--- config.mk ---
export PLATFORM = sky130hd
export DESIGN_NAME = pipo_flat
export DESIGN_NICKNAME = d
export VERILOG_FILES = /design/src/rtl/pipo_pkg.sv /design/src/rtl/pipo_if.sv /design/src/rtl/pipo_stage.sv /design/src/rtl/pipo.sv /design/src/flat_wrapper.sv
export SDC_FILE = /design/constraint.sdc
export NUM_CORES = 1
export LEC_CHECK = 0
export ABC_AREA = 1
export CAP_MARGIN = 25
export CORE_AREA = 4 4 41 43
export DETAILED_ROUTE_END_ITERATION = 8
export DIE_AREA = 0 0 45 47
export GPL_TIMING_DRIVEN = 0
export HOLD_SLACK_MARGIN = 0.1
export PLACE_DENSITY = 0.3
export RECOVER_POWER = 25
export SYNTH_ARGS = -nofsm -noshare
export SYNTH_HDL_FRONTEND = slang
export SYNTH_SLANG_ARGS = --single-unit
--- constraint.sdc ---
create_clock -name clk -period 0.9 [get_ports clk]
set_clock_uncertainty 0.2 [all_clocks]
set_input_delay 0.225 -clock clk [delete_from_list [all_inputs] [get_ports clk]]
set_output_delay 0.225 -clock clk [all_outputs]
set_load 0.05 [all_outputs]
--- src/rtl/pipo_pkg.sv ---
// Shared constants and helpers for the pipo staging register.
// Parity helper zero-extends to a fixed maximum width; XOR is unaffected by zero padding.
package pipo_pkg;

    localparam int PIPO_DEFAULT_WIDTH = 4;
    localparam int PIPO_DEFAULT_DEPTH = 1;
    localparam int PIPO_PARITY_MAX_W  = 256;

    function automatic logic pipo_parity(input logic [PIPO_PARITY_MAX_W-1:0] vec);
        return ^vec;
    endfunction

endpackage

--- src/rtl/pipo_if.sv ---
// Parallel data bus for pipo: X in, Q/q_valid (and q_parity under PIPO_PARITY_EN) out.
// master drives X and observes outputs; slave is the register chain.
interface pipo_if
    import pipo_pkg::*;
#(
    parameter int WIDTH = PIPO_DEFAULT_WIDTH
) ();

    logic [WIDTH-1:0] X;
    logic [WIDTH-1:0] Q;
    logic             q_valid;
`ifdef PIPO_PARITY_EN
    logic             q_parity;
`endif

    modport master (
        output X,
        input  Q,
        input  q_valid
`ifdef PIPO_PARITY_EN
        ,
        input  q_parity
`endif
    );

    modport slave (
        input  X,
        output Q,
        output q_valid
`ifdef PIPO_PARITY_EN
        ,
        output q_parity
`endif
    );

endinterface

--- src/rtl/pipo_stage.sv ---
// One WIDTH-bit pipeline register with synchronous active-low clear.
// Latency: 1 cycle. Backpressure: none, captures every rising edge.
// Reset has priority over capture.
module pipo_stage #(
    parameter int WIDTH = 4
) (
    input  logic             clk,
    input  logic             rst_n,
    input  logic [WIDTH-1:0] d_i,
    output logic [WIDTH-1:0] q_o
);

    logic [WIDTH-1:0] data_q;

    always_ff @(posedge clk) begin
        if (!rst_n) begin
            data_q <= '0;
        end else begin
            data_q <= d_i;
        end
    end

    assign q_o = data_q;

endmodule

--- src/rtl/pipo.sv ---
// Parallel-in parallel-out retiming chain of DEPTH stages; optional q_parity with PIPO_PARITY_EN.
// Latency: DEPTH cycles X->Q, one word per cycle. q_valid after DEPTH post-reset edges.
// Backpressure: none; samples every rising edge, no enable or hold.
module pipo
    import pipo_pkg::*;
#(
    parameter int WIDTH = PIPO_DEFAULT_WIDTH,
    parameter int DEPTH = PIPO_DEFAULT_DEPTH
) (
    input  logic   clk,
    input  logic   rst_n,
    pipo_if.slave  bus
);

    localparam int             CNT_W    = $clog2(DEPTH + 1);
    localparam logic [CNT_W-1:0] FILL_FULL = CNT_W'(DEPTH);

    logic [WIDTH-1:0] stage_d [DEPTH];
    logic [WIDTH-1:0] stage_q [DEPTH];

    assign stage_d[0] = bus.X;

    for (genvar i = 0; i < DEPTH; i++) begin : g_stage
        if (i > 0) begin : g_link
            assign stage_d[i] = stage_q[i-1];
        end
        pipo_stage #(
            .WIDTH (WIDTH)
        ) u_stage (
            .clk   (clk),
            .rst_n (rst_n),
            .d_i   (stage_d[i]),
            .q_o   (stage_q[i])
        );
    end

    assign bus.Q = stage_q[DEPTH-1];

    // Fill counter saturates at DEPTH; valid is registered alongside it.
    logic [CNT_W-1:0] fill_q, fill_d;
    logic             valid_q, valid_d;

    always_comb begin
        fill_d = fill_q;
        if (fill_q != FILL_FULL) begin
            fill_d = fill_q + 1'b1;
        end
        valid_d = (fill_d == FILL_FULL);
    end

    always_ff @(posedge clk) begin
        if (!rst_n) begin
            fill_q  <= '0;
            valid_q <= 1'b0;
        end else begin
            fill_q  <= fill_d;
            valid_q <= valid_d;
        end
    end

    assign bus.q_valid = valid_q;

`ifdef PIPO_PARITY_EN
    // Parity of the word entering the last stage, so it lands in the same cycle as Q.
    logic parity_q, parity_d;

    assign parity_d = pipo_parity(PIPO_PARITY_MAX_W'(stage_d[DEPTH-1]));

    always_ff @(posedge clk) begin
        if (!rst_n) begin
            parity_q <= 1'b0;
        end else begin
            parity_q <= parity_d;
        end
    end

    assign bus.q_parity = parity_q;
`endif

endmodule

--- src/flat_wrapper.sv ---
// flat-port wrapper written by rule: the top's interface ports become plain ports
module pipo_flat import pipo_pkg::*;
#(
    parameter int WIDTH = PIPO_DEFAULT_WIDTH,
    parameter int DEPTH = PIPO_DEFAULT_DEPTH
)
  (clk, rst_n, bus_X, bus_Q, bus_q_valid);
  pipo_if #(.WIDTH(WIDTH)) bus_i ();
  input  logic clk;
  input  logic rst_n;
  input wire logic [$bits(bus_i.X)-1:0] bus_X;
  output wire logic [$bits(bus_i.Q)-1:0] bus_Q;
  output wire logic [$bits(bus_i.q_valid)-1:0] bus_q_valid;
  assign bus_i.X = bus_X;
  assign bus_Q = bus_i.Q;
  assign bus_q_valid = bus_i.q_valid;
  pipo #(.WIDTH(WIDTH), .DEPTH(DEPTH)) u_core (.clk(clk), .rst_n(rst_n), .bus(bus_i));
endmodule
After elaboration in Yosys (flattened, before gate mapping)
Cells that the tools add are included.

storage, ports and cells
  flip-flop bits (word level) = 5
  latch bits = 0
  memory bits (writable) = 0
  bits in read-only memories = 0
  bits of input ports = 6
  output and inout port bits = 5
  word-level logic and storage cells = 4
  memories = 0

cells by class
  add/sub/neg operators = 1
  multipliers = 0
  div/mod/pow operators = 0
  order comparisons = 0
  eq/ne operators = 0
  shifts and indexed selects = 0
  muxes and demuxes = 1
  bitwise gates (word level) = 0
  reductions and logical operators = 0

operators with widths
  cell                   count
  $add A1 B1 Y1 const B  1
  $mux W1                1

Depth between registers and ports, before layout
  depth after elaboration = 2
  mapped depth = 2
  depth with buffers taken out = 2

By module
Synthesis repeated with hierarchy kept, for this count alone.

unflattened totals
  cells, all modules = 13
  area total of the unflattened synthesis = 130.1 µm²

modules (own cells, without submodules)
  module      times used  cells an instance  area an instance (µm²)  sequential area each (µm²)
  pipo_stage  1           12                 110.1                   80.1
  pipo        1           1                  20.0                    20.0

Least setup slack after synthesis
No wires, ideal clock.

  path kind = reg2out
  start = reg u_core.g_stage[0].u_stage.data_q[0]
  end = out bus_Q[0]
  arrival = 0.587 ns
  data required time = 0.475 ns
  slack = -0.112 ns
  stages on the path, launching flop included = 1
  buffers on the path = 0
  path through = dfxtp_1

RTL lines
  element                 line                text
  start, declared         pipo_stage.sv:13    logic [WIDTH-1:0] data_q;
  start signal, assigned  pipo_stage.sv:19    data_q <= d_i;
  end, declared           flat_wrapper.sv:12  output wire logic [$bits(bus_i.Q)-1:0] bus_Q;

No word-level cell between the ends.

Worst setup path in the final report
  start = reg u_core.g_stage[0].u_stage.data_q[0]
  end = out bus_Q[0]

No word-level cell between the ends.

==> flow_summary.toml <==
[sta]
timing.fmax_mhz = 890.5
min_period_ps = 1123
tightestPinTransition_ps = 153.7
setup_viol = 5
max-slew-margin-rel_pct = 89.76
setup_slack_ps = -223.0
hold_viol_final = 0
slew_viol_final = 0
rsz0062_at_grt = "yes"
period_share_pct = 124.8

[routing]
via_per_inst = 2.857
wl_per_cell_um = 7.024
drt-pass1-iter-count = 1
drc_errors = 0
drt_iter0_markers = 0
vias = 120
finalWirelength_um = 295
ant_nets = 0

[cts]
clkSinkCount = 5
htreeDepth = 1
clk_pin_slew_ps = 40
cts_root_buf = "clkbuf_4"
clockBufferDepth = 2
cts_tree = "done"
cts_inserted_buffers = 3
post_cts_buffers = 0

[global_routing]
grt-ovfl-total = 0
top_usage_layer = "met4"
grt_max_degree = 6
grt_pass1_wl_um = 441
grt.total_usage_pct = 4.183
antenna_found_initial = 0
use_met1_pct = 2.041
use_met3_pct = 2.682
use_met2_pct = 4.520
grt_pass1_vias = 120

[power]
peakVddDrop_mv = 0.4394
power_density_mw_per_mm2 = 2000
power.total_w = 0.0005957
leakagePower_nw = 0.1530

[outcome]
status = "complete, but fails checks"
failed_checks = "negative setup slack"

[placed_design]
dp_slack_ps = -608.9
globalplace.congestion = 0.6319
port-buffer-count = 10
hpwlAfterDp_um = 245.6

[finish]
fillers = 154
diodes = 0
fin_nets = 34
drive_gt1_share_pct = 48.15
area_growth_pct = 128.8

[critical_path]
path_buf_inv = 1
crit_start = "u_core.g_stage[0].u_stage.q_o[0]$_SDFF_PN0_"
crit_type = "register to primary output"
cp_data_arrival_time_ps = 700
start_kind = "register"
path_max_fanout = 1
crit_path_end_kind = "primary output"
crit_chain = "buf_6"
slowest_delay_ps = 310
cp_top_family = "flip-flops"
cp.required_ps = 470
crit_path_top_delay_cell = "dfxtp_2"

[floorplanning]
ios = 11
die_area_mm2 = 0.002115
die_h_um = 47
start_util_pct = 10.00
rows = 13
core_mm2 = 0.001301
die_x_um = 45

[run]
cap_violations = 0

[logic_synthesis]
syn_nets = 19
syn-cell-area_um2 = 130.1
ys_ff_latch = 5
ys_seq_area_share_pct = 76.92
synth_cell_types = 3
syn_inst = 13
yosys_warnings = 0
avgSynthCellArea_um2 = 10.01

[min_path]
hold_path.class = "primary input to register"
whs_endpoint = "u_core.fill_q$_SDFF_PN0_"
min_path_cells = 1
worstHoldStart = "rst_n"
[worst max-delay path by stage]
stage	to	slack [ps]	cells after the start
after global placement	bus_Q[2]	-610	1
final	bus_Q[0]	-220	1
after CTS	bus_Q[0]	-240	1
after floorplan	bus_Q[0]	20	0
after global routing	bus_Q[1]	-250	1
after detailed placement	bus_Q[1]	-610	1
[synthesized netlist by cell type (all sizes together)]
| cell | n | share of area (%) |
|---|---|---|
| dfxtp | 5 | 77 |
| nand2 | 4 | 12 |
| inv | 4 | 12 |
[layer usage]
layer	routed length, um	vias to the layer above	part of all wire (%)
li1	-	62	-
met1	78	49	26
met2	166	7	56
met3	31	2	11
met4	19	0	6.4
met5	0	-	0
[metrics by stage]
step	hold WS (ps)	utilization [%]	std cells	area (um^2)	TNS, ps
after CTS	105.0	22.88	42	297.8	-1184
after global routing	141.6	22.88	42	297.8	-1217
final	114.4	22.88	42	297.8	-1104
after detailed placement	549.0	19.62	38	255.2	-4206
after global placement	546.7	19.62	38	255.2	-4156
after floorplan	52.74	-	13	136.4	0
[what timing repair did]
action / in CTS / in global routing
gates resized for setup: 39 / 0
setup endpoints to repair: 6 / 5
hold buffers: 0 / 0
[cells in the final DEF (no fill, tap or decap), drive strengths merged]
master	Yosys	final
inv	4	4
nand2	4	4
buf	0	5
dfxtp	5	5
dlygate4sd2	0	1
clkbuf	0	4
clkdlybuf4s50	0	4
[flip-flops by register name, indices dropped and copies added (netlist names)]
register,count
u_core.fill_q,1
u_core.g_stage.u_stage.q_o,4
[power by group]
group | total (W) | switching [W] | internal [W]
Combinational | 0.000102 | 0.0000547 | 0.0000477
Sequential | 0.000243 | 0.00000605 | 0.000237
Clock | 0.000250 | 0.0000832 | 0.000167
[area by class of cell]
| class | count | area [um^2] | share of cell area, % |
|---|---|---|---|
| Sequential cell | 5 | 106.4 | 35.71 |
| Tap cell | 15 | 18.77 | 6.303 |
| Clock buffer | 4 | 26.28 | 8.824 |
| Multi-Input combinational cell | 4 | 15.01 | 5.042 |
| Timing Repair Buffer | 10 | 116.4 | 39.08 |
| Inverter | 4 | 15.01 | 5.042 |
[cell families after synthesis]
logic type | after synthesis | share of synthesized area (%)
buffers and inverters | 4 | 11.54
DFF | 5 | 76.93
and+or+nand+nor | 4 | 11.54
Note: power is estimated with default switching activity, not from simulation.
